==> src/rtl/apu_envelope_length_pkg.sv <==
// Shared widths, register-0 field layout and the length-counter load table
// for the pulse/noise envelope and length block.
package apu_pkg;

    localparam int DECAY_W = 4;
    localparam int LEN_W   = 8;

    // Index 0 is the leftmost entry, so LENGTH_TABLE[data_in[7:3]] reads naturally.
    localparam logic [0:31][LEN_W-1:0] LENGTH_TABLE = {
        8'd10,  8'd254, 8'd20,  8'd2,   8'd40,  8'd4,   8'd80,  8'd6,
        8'd160, 8'd8,   8'd60,  8'd10,  8'd14,  8'd12,  8'd26,  8'd14,
        8'd12,  8'd16,  8'd24,  8'd18,  8'd48,  8'd20,  8'd96,  8'd22,
        8'd192, 8'd24,  8'd72,  8'd26,  8'd16,  8'd28,  8'd32,  8'd30
    };

    typedef struct packed {
        logic               halt_loop;
        logic               const_vol;
        logic [DECAY_W-1:0] vparam;
    } reg0_t;

endpackage

==> src/rtl/apu_envelope_length_if.sv <==
// CPU write bus and mixer-facing outputs of one envelope/length channel.
interface apu_envelope_length_if;
    import apu_pkg::*;

    logic               chan_enable;
    logic               reg0_we;
    logic               reg3_we;
    logic [7:0]         data_in;
    logic [DECAY_W-1:0] volume;
    logic               length_active;

    modport master (
        output chan_enable, reg0_we, reg3_we, data_in,
        input  volume, length_active
    );

    modport slave (
        input  chan_enable, reg0_we, reg3_we, data_in,
        output volume, length_active
    );

endinterface

==> src/rtl/apu_envelope_length_toggle_edge.sv <==
// Turns a toggle-encoded frame clock into a one-cycle event pulse; the history
// flop reloads on reset so a level held across reset never looks like a toggle.
module apu_toggle_edge (
    input  logic clk_i,
    input  logic rst_n_i,
    input  logic tog_i,
    output logic pulse_o
);

    logic prev_q;

    always_ff @(posedge clk_i) begin
        prev_q <= tog_i;
    end

    assign pulse_o = rst_n_i & (tog_i ^ prev_q);

endmodule

==> src/rtl/apu_envelope_length.sv <==
// Envelope generator and length counter for one pulse/noise channel, clocked by
// the frame sequencer's quarter/half toggles.
module apu_envelope_length
    import apu_pkg::*;
(
    input  logic                  cpu_clk,
    input  logic                  reset_n,
    input  logic                  quarter_clock,
    input  logic                  half_clock,
    apu_envelope_length_if.slave  bus
);

    logic q_evt;
    logic h_evt;

    reg0_t              reg0_q,    reg0_d;
    logic               start_q,   start_d;
    logic [DECAY_W-1:0] decay_q,   decay_d;
    logic [DECAY_W-1:0] divider_q, divider_d;
    logic [LEN_W-1:0]   length_q,  length_d;

    apu_toggle_edge u_quarter (
        .clk_i   (cpu_clk),
        .rst_n_i (reset_n),
        .tog_i   (quarter_clock),
        .pulse_o (q_evt)
    );

    apu_toggle_edge u_half (
        .clk_i   (cpu_clk),
        .rst_n_i (reset_n),
        .tog_i   (half_clock),
        .pulse_o (h_evt)
    );

    always_comb begin
        reg0_d    = reg0_q;
        start_d   = start_q;
        decay_d   = decay_q;
        divider_d = divider_q;
        length_d  = length_q;

        // Events see the reg0 fields and start flag as they were before this cycle's writes.
        if (q_evt) begin
            if (start_q) begin
                start_d   = 1'b0;
                decay_d   = '1;
                divider_d = reg0_q.vparam;
            end else if (divider_q == '0) begin
                divider_d = reg0_q.vparam;
                if (decay_q != '0) begin
                    decay_d = decay_q - 1'b1;
                end else if (reg0_q.halt_loop) begin
                    decay_d = '1;
                end
            end else begin
                divider_d = divider_q - 1'b1;
            end
        end

        if (h_evt && length_q != '0 && !reg0_q.halt_loop) begin
            length_d = length_q - 1'b1;
        end

        if (bus.reg0_we) begin
            reg0_d = reg0_t'(bus.data_in[5:0]);
        end

        if (bus.reg3_we) begin
            start_d  = 1'b1;
            length_d = LENGTH_TABLE[bus.data_in[7:3]];
        end

        if (!bus.chan_enable) begin
            length_d = '0;
        end
    end

    always_ff @(posedge cpu_clk) begin
        if (!reset_n) begin
            reg0_q    <= '0;
            start_q   <= 1'b0;
            decay_q   <= '0;
            divider_q <= '0;
            length_q  <= '0;
        end else begin
            reg0_q    <= reg0_d;
            start_q   <= start_d;
            decay_q   <= decay_d;
            divider_q <= divider_d;
            length_q  <= length_d;
        end
    end

    assign bus.volume        = reg0_q.const_vol ? reg0_q.vparam : decay_q;
    assign bus.length_active = (length_q != '0);

endmodule

==> src/flat_wrapper.sv <==
// flat-port wrapper written by rule: the top's interface ports become plain ports
module apu_envelope_length_flat import apu_pkg::*;
  (cpu_clk, reset_n, quarter_clock, half_clock, bus_chan_enable, bus_reg0_we, bus_reg3_we, bus_data_in, bus_volume, bus_length_active);
  apu_envelope_length_if bus_i ();
  input  logic cpu_clk;
  input  logic reset_n;
  input  logic quarter_clock;
  input  logic half_clock;
  input wire logic [$bits(bus_i.chan_enable)-1:0] bus_chan_enable;
  input wire logic [$bits(bus_i.reg0_we)-1:0] bus_reg0_we;
  input wire logic [$bits(bus_i.reg3_we)-1:0] bus_reg3_we;
  input wire logic [$bits(bus_i.data_in)-1:0] bus_data_in;
  output wire logic [$bits(bus_i.volume)-1:0] bus_volume;
  output wire logic [$bits(bus_i.length_active)-1:0] bus_length_active;
  assign bus_i.chan_enable = bus_chan_enable;
  assign bus_i.reg0_we = bus_reg0_we;
  assign bus_i.reg3_we = bus_reg3_we;
  assign bus_i.data_in = bus_data_in;
  assign bus_volume = bus_i.volume;
  assign bus_length_active = bus_i.length_active;
  apu_envelope_length u_core (.cpu_clk(cpu_clk), .reset_n(reset_n), .quarter_clock(quarter_clock), .half_clock(half_clock), .bus(bus_i));
endmodule
==> config.mk <==
export PLATFORM = sky130hd
export DESIGN_NAME = apu_envelope_length_flat
export DESIGN_NICKNAME = d
export VERILOG_FILES = /design/src/rtl/apu_envelope_length_pkg.sv /design/src/rtl/apu_envelope_length_if.sv /design/src/rtl/apu_envelope_length_toggle_edge.sv /design/src/rtl/apu_envelope_length.sv /design/src/flat_wrapper.sv
export SDC_FILE = /design/constraint.sdc
export NUM_CORES = 1
export LEC_CHECK = 0
export CAP_MARGIN = 20
export CORE_MARGIN = 10
export CORE_UTILIZATION = 55
export DETAILED_ROUTE_END_ITERATION = 12
export PLACE_DENSITY_LB_ADDON = 0.08
export SLEW_MARGIN = 20
export SYNTH_ARGS = -nofsm -noshare
export SYNTH_HDL_FRONTEND = slang
export SYNTH_HIERARCHICAL = 1
export SYNTH_SLANG_ARGS = --single-unit
==> constraint.sdc <==
create_clock -name cpu_clk -period 3.05 [get_ports cpu_clk]
set_clock_uncertainty 0.2 [all_clocks]
set_input_delay 0.915 -clock cpu_clk [delete_from_list [all_inputs] [get_ports cpu_clk]]
set_output_delay 0.915 -clock cpu_clk [all_outputs]
set_load 0.05 [all_outputs]
* After elaboration in Yosys (flattened, before gate mapping) *
Memory sizes are Yosys's and may differ from the RTL's.
Index checks and enable logic that the tools add are counted.

word-level totals
  input port bits = 15
  output and inout bits = 5
  word-level logic and storage cells = 44
  ROM bits = 256
  register bits = 25
  memories = 1

operators by class
  reductions and logical operators = 12
  bitwise gates (word level) = 5
  multiplexer cells = 13
  $add $sub $neg = 3
  $lt $le $gt $ge = 1

memory list
  name             depth  width  read ports  clocked after Yosys merged registers in  write ports  line                       RTL
  (no name shown)  32     8      1           0                                        0            apu_envelope_length.sv:71  length_d = LENGTH_TABLE[bus.data_in[7:3]];

operators by type and width
  cell                                                                number
  8-bit 2-to-1 mux                                                    4
  4-bit 2-to-1 mux                                                    7
  8-bit nonzero test                                                  1
  4-bit by 1-bit subtractor with 4-bit output, second input constant  2
  8-bit by 1-bit subtractor with 8-bit output, second input constant  1
  6-bit >= comparator, second input constant                          1
  5-bit inverter with 6-bit output                                    1
  2-bit nonzero test                                                  3
  4-bit logical NOT                                                   1
  4-bit nonzero test                                                  1
  3-bit AND reduction                                                 1
  3-bit nonzero test                                                  1
  1-bit AND                                                           2
  1-bit logical AND                                                   2
  1-bit 2-to-1 mux                                                    2
  2-bit AND reduction                                                 1
  1-bit bitwise XOR                                                   2
  1-bit logical NOT                                                   1

* Depth between registers and ports, before layout *
  depth in word-level cells = 6
  depth in mapped cells = 6
  depth with buffers taken out = 6

* By module *
Netlist, hierarchy kept.

modules (own cells, without submodules)
  module               sequential area each (µm²)  area an instance (µm²)  cells each  times used
  apu_envelope_length  460.4                       1607.8                  194         1
  apu_toggle_edge      20.0                        35.0                    3           2

* Least setup slack after synthesis *
No wires, ideal clock.

  kind = input port to flip-flop
  from = in half_clock
  to = reg u_core.length_q[5]
  path slack = 0.387 ns
  library setup time = 0.116 ns
  path buffers = 0
  cell stages on the path = 6
  data required time = 2.734 ns
  data arrival time = 2.347 ns
  path through = xor2_1 > and2_1 > or4b_4 > nor4_2 > mux2_2 > o211a_1

between the ends
  cells in the longest elaborated chain, start to end = 5

ends and longest elaborated chain
  what                            line                                   RTL
  start: declaration              flat_wrapper.sv:8                      input logic half_clock;
  1-bit bitwise XOR               apu_envelope_length_toggle_edge.sv:16  assign pulse_o = rst_n_i & (tog_i ^ prev_q);
  1-bit AND                       apu_envelope_length_toggle_edge.sv:16
  via u_core.h_evt                apu_envelope_length.sv:14              logic h_evt;
  1-bit logical AND (2 in a row)  apu_envelope_length.sv:61              if (h_evt && length_q != '0 && !reg0_q.halt_loop) begin
  2-bit nonzero test (no line)    --
  end signal: assignment          apu_envelope_length.sv:91              length_q <= length_d;
  end: declaration                apu_envelope_length.sv:20              logic [LEN_W-1:0] length_q, length_d;

The timed path passes the listed nets, and every way through them passes these cells.
A chain may end at the register's enable or synchronous reset.

* Worst setup path in the final report *
  from = in half_clock
  to = reg u_core.length_q[3]

Same word-level chain as after synthesis.

==> reports/qor.csv <==
stage,metric,value,unit
outcome,status,finished clean,
worst_hold_path,Worst Hold End,u_core/divider_q[0]$_SDFFE_PN0P_,
worst_setup_path,crit path launch type,input port,
worst_setup_path,CP Buf/Inv Count,2,
timing,Worst-Margin Slew,539,ps
layout,Antenna diodes,0,
timing,fin crit share,92.7,%
flow_run,Max Cap Viol,0,
power,Lkg Pwr,0.843,nW
timing,setup ws final,222,ps
synthesis,sequential area share after synthesis,29.8,%
worst_setup_path,"reg-to-reg slack, setup",980,ps
timing,Worst Hold Slack,331,ps
synthesis,Adder-Cell Fraction of Synth Area,7.46,%
synthesis,fraction of registers with async set/reset,0,%
worst_setup_path,crit path DAT,2850,ps
global_routing,gr usage total,15.2,%
routing,Vias/cell,6.21,
clock_tree,clk buf depth,2,
die,FP Rows,19,
routing,Final ANT Viol Nets,0,
worst_hold_path,WHS Path Cells,1,
routing,DR WL/cell,15.5,µm
layout,"Design Area, Final",1970,µm²
worst_setup_path,most frequent CP cell,xor2_1,
worst_setup_path,cell family with most CP delay,buffers and inverters,
clock_tree,clock slew at reported path FFs,140,ps
synthesis,warnings from Yosys,6,
timing,Max Slew Vio Count,0,
power,worst vdd ir,299,µV
worst_setup_path,crit-path max cell delay,490,ps
synthesis,Compound-Gate Fraction of Synth Area,24.7,%
global_routing,initial antenna violation count,0,
routing,Detailed Routing Iterations Pass 1,4,
routing,vias,1571,
synthesis,largest family of logic cells by synthesized area,compound AO/OA/AOI/OAI gates,
die,Die Width,75.2,µm
synthesis,Synth Area per Inst,8.39,µm²
clock_tree,# H-tree levels,1,
clock_tree,clock buffer count from CTS,3,
worst_hold_path,HP Class,reg2reg,
timing,final setup TNS,0,ps
clock_tree,Sink Count,25,
timing,FMAX,354,MHz
clock_tree,Clock Root Buffer,clkbuf_4,
synthesis,simple-gate share of the synthesized area,21.8,%
timing,RSZ-0062 raised after global routing,no,
worst_setup_path,reg-to-reg endpoint,u_core/length_q[3]$_SDFFE_PN0P_,
layout,fill count,231,
clock_tree,setup bufs post-CTS,0,
global_routing,largest net degree at the start of global routing,17,
routing,"wirelength, routed",3.93,mm
die,die height,75.2,µm
place,I/O Buffers,19,
die,Starting Density,59.3,%
power,Tot Pwr,0.809,mW
synthesis,top_reg_cell synth,dfxtp_1,
worst_setup_path,CP max FO,2,
place,post-place instance area,1930,µm²
layout,most frequent cells in the layout,"dfxtp_1, inv_1, nor2_1",
die,I/O pin count,20,
timing,Relative slew margins,63.7,%
synthesis,synthesized netlist cell count,200,
global_routing,number of global-route vias before repair,1534,
global_routing,global route total overflow,0,
routing,DRC,0,
clock_tree,Clock Latency Late Sink,310,ps
timing,# setup viols final,0,
clock_tree,CTS tree,built,
synthesis,Synth cell types,54,
worst_hold_path,min-delay src,u_core/divider_q[0]$_SDFFE_PN0P_,
timing,endpoints failing hold,0,
global_routing,first-pass GRT wire length,7.04,mm
timing,min Tclk post-route,2830,ps
synthesis,Post-synth EDFFs,0,
die,Core Area,2830,µm²
worst_setup_path,crit path capture type,register,
synthesis,XOR/XNOR Fraction of Synth Area,3.65,%
worst_setup_path,critical path class,in2reg,
worst_setup_path,Worst Path Required,3080,ps
worst_setup_path,CP max-delay cell,clkdlybuf4s50_1,
clock_tree,"Hold-fix buffers, CTS",0,
layout,area grow syn2layout,17.4,%
layout,Layout Nets,248,
layout,"commonest non-fill, non-tap cell in the layout",dfxtp_1,
synthesis,Yosys reg bits,25,
place,RD Place Congestion,0.898,
synthesis,mux share of post-synthesis cell area,6.71,%
die,die area,5660,µm²
synthesis,total nets after synthesis,225,
worst_setup_path,worst-path cell chain,clkdlybuf4s50_1 > xor2_1 > and2_1 > or4b_4 > buf_4 > a211oi_2 > xor2_1 > o2111a_1,
worst_setup_path,R2R cell count,7,
place,DP HPWL,3.05,mm
power,Cell Pwr Density,410,nW/µm²
routing,drt initial violations,134,
layout,share of layout cells above drive strength 1,9.46,%
synthesis,Mapped Area,1680,µm²
worst_setup_path,r2r startpoint,u_core/u_half/prev_q$_DFF_P_,
place,Setup Slack @ Placement,-143,ps
layer usage:
metal	track usage [%]	wire length (µm)
met3	3.55	201
met4	4.95	46
met5	0	0
met2	26.2	1980
met1	18.2	1710
per-stage QoR:
stage                     cells  utilization [%]
after floorplan             200                -
after detailed placement    249             68.4
final                       253             69.7
after CTS                   253             69.3
after global routing        253             69.7
after global placement      249             68.4
timing repair:
item / 4_1_cts / 5_1_grt
endpoints found under the setup margin: 0 / 4
resized for setup: 0 / 4
endpoints found under the hold margin: 0 / 0
worst register-to-register path, cell delays in order (launching register included):
cell      delay (ps)
dfxtp_1          350
xor2_1           120
and2_1           140
or4b_4           470
buf_4            160
a211oi_2         210
xor2_1           100
o2111a_1         230
worst max path at each step:
stage | start | endpoint | slack, ps | cells past startpoint
after global placement | half_clock | u_core/length_q[5]$_SDFFE_PN0P_ | -100 | 7
after global routing | u_core/length_q[0]$_SDFFE_PN0P_ | bus_length_active | 80 | 5
after detailed placement | half_clock | u_core/length_q[5]$_SDFFE_PN0P_ | -140 | 7
after floorplan | half_clock | u_core/length_q[5]$_SDFFE_PN0P_ | 390 | 6
after CTS | u_core/decay_q[2]$_SDFFE_PN0P_ | bus_volume[2] | 40 | 3
final | half_clock | u_core/length_q[3]$_SDFFE_PN0P_ | 220 | 8
layout make-up:
type	instances	area, µm²	share of cell area, %
Tap cell	31	38.8	1.97
Timing Repair Buffer	28	265	13.5
Multi-Input combinational cell	149	1080	54.8
Clock buffer	4	26.3	1.33
Inverter	16	60.1	3.05
Sequential cell	25	500	25.4
registers in the layout, indices dropped and copies added, names as in the netlist:
name	flops
u_core/u_quarter/prev_q	1
u_core/length_q	8
u_core/divider_q	4
u_core/start_q	1
u_core/reg0_q	6
u_core/u_half/prev_q	1
u_core/decay_q	4
cell usage after synthesis, drive strengths merged, types with 2 or more instances:
master | instances | area share, %
ha | 10 | 7.5
a311oi | 3 | 1.6
a21o | 2 | 0.89
o22ai | 2 | 0.75
xor2 | 4 | 2.1
nand3 | 3 | 0.89
nor3 | 5 | 1.8
xnor2 | 3 | 1.6
nand2b | 4 | 1.5
inv | 16 | 3.6
a21oi | 15 | 4.5
dfxtp | 25 | 30
nand2 | 12 | 2.7
or4 | 2 | 1.1
a2111oi | 3 | 1.6
o311a | 2 | 1.2
nor2 | 16 | 3.6
mux2i | 9 | 5.4
or3b | 2 | 1.0
nand3b | 2 | 0.89
nor3b | 3 | 1.6
mux2 | 2 | 1.3
clkbuf | 10 | 2.2
nor4 | 4 | 2.8
o31ai | 3 | 1.3
and2 | 3 | 1.1
nor2b | 3 | 1.1
o21ai | 11 | 3.3
a211oi | 5 | 2.5
power by group:
group	switching, mW	leakage, nW	total (mW)	internal (mW)
Combinational	0.160	0.622	0.284	0.124
Clock	0.0939	0.0150	0.145	0.0510
Sequential	0.0292	0.205	0.380	0.351
logic make-up after synthesis:
group / after synthesis
fa+ha+maj: 10
simple gates: 62
mux: 11
compound gates: 59
buf+inv: 26
flops: 25
xor+xnor: 7
(Power assumes the default switching activity.)
==> edit (same flow settings) <==
Reset style: asynchronous (`reset_n`), changed in one clocked block.
--- a/src/rtl/apu_envelope_length.sv
+++ b/src/rtl/apu_envelope_length.sv
@@ -77,5 +77,5 @@
     end
 
-    always_ff @(posedge cpu_clk) begin
+    always_ff @(posedge cpu_clk or negedge reset_n) begin
         if (!reset_n) begin
             reg0_q    <= '0;
Check against the original RTL: differs if reset_n is asserted again (counterexample within 4 cycles, from zero or initial values and one cycle with reset_n low); with reset_n held inactive, the same outputs for 10 cycles.
==> edit against the original RTL <==
Combinational power rose by 12%. Cell area is 5.8% higher. Sequential cell count stayed put. Total power grew 11%. Area after synthesis up 6.3%. Routed wire length grew 3.4%. Worst setup slack worse by 94 ps. Count of clock-buffer cells in the layout is 1 lower. Synthesized cell count shrank 2.5%. Sequential share of layout area rose by 4.1 points. Via count is 0.13% lower. Largest cell class unchanged.
==> edit: results (changes against the original RTL) <==
Critical path peak fanout: 5 (+3)
Outcome: completed
# nets final: 244 (-1.6%)
Leak: 0.928 nW (+10%)
Area of the multi-input gates: 1050 sq um (-3.1%)
Buffers excl. clock: 29 (+3.6%)
Seq/total area: 0.295 (+0.0413)
Synth area leaders: dfrtp_1, ha_1, mux2_2
Post-Syn Nets: 219 (-2.7%)
Share of cells above drive strength 1: 0.137 (+0.0424)
Critical path arrival: 1810 ps (-1040 ps)
Final clock-cell share: 0.0144 (+0.00107)
Post-synthesis async set-or-reset flop share: 0.920 (+0.920)
Wire length on met2: 1920 um (-2.7%)
Pin count of the biggest net entering global routing: 25 (+8)
Post-synthesis sequential area ratio: 0.345 (+0.0470)
Post-DP HPWL: 3190 um (+4.4%)
Highest cell delay on the worst timing path: 820 ps (+330 ps)
Final core occ: 0.677 (-0.0194)
Drt wl/cell: 15.5 um (-0.50%)
Non-CTS inverters: 18 (+2)
Met2 GRT Util: 0.228 (-0.0342)
Drt pass-1 iters: 5 (+1)
Mapped Avg Cell Area: 9.14 sq um (+9.0%)
Slew HR: 0.638 (about the same)
Most used DFF post-synth: dfrtp_1
GRT Resource Usage Total: 0.142 (-0.00995)
Via/cell ratio: 5.97 (-3.9%)
==> edit: changes by cell type in the layout (fill, tap and decap cells not counted), moves of 4 or more <==
cell     unedited run  this run
mux2i_1             9         4
mux2_2              1        10
a21oi_1            15         7
or3_1               0         4
dfxtp_1            25         2
a31oi_1             1         6
dfrtp_1             0        23
==> edit: worst paths after layout <==
check	slack, ps	end	cells past startpoint	from
max	130	bus_volume[2]	3	u_core/decay_q[2]
min	350	u_core/divider_q[0]	2	u_core/divider_q[0]
max reg2reg	890	u_core/length_q[5]	6	u_core/u_half/prev_q
min reg2reg	350	u_core/divider_q[0]	2	u_core/divider_q[0]
max in group asynchronous	1670	u_core/length_q[0]	2	reset_n
min in group asynchronous	750	u_core/start_q	2	reset_n
==> edit: repair_timing <==
item | CTS | global route
endpoints found under the setup margin | 0 | 4
hold endpoints to repair | 0 | 0
gates resized for setup | 0 | 4
==> edit: power by group <==
group	internal, mW	switching [mW]
clock	0.0501	0.104
sequential	0.374	0.0549
combinational	0.141	0.176
total	0.565	0.335
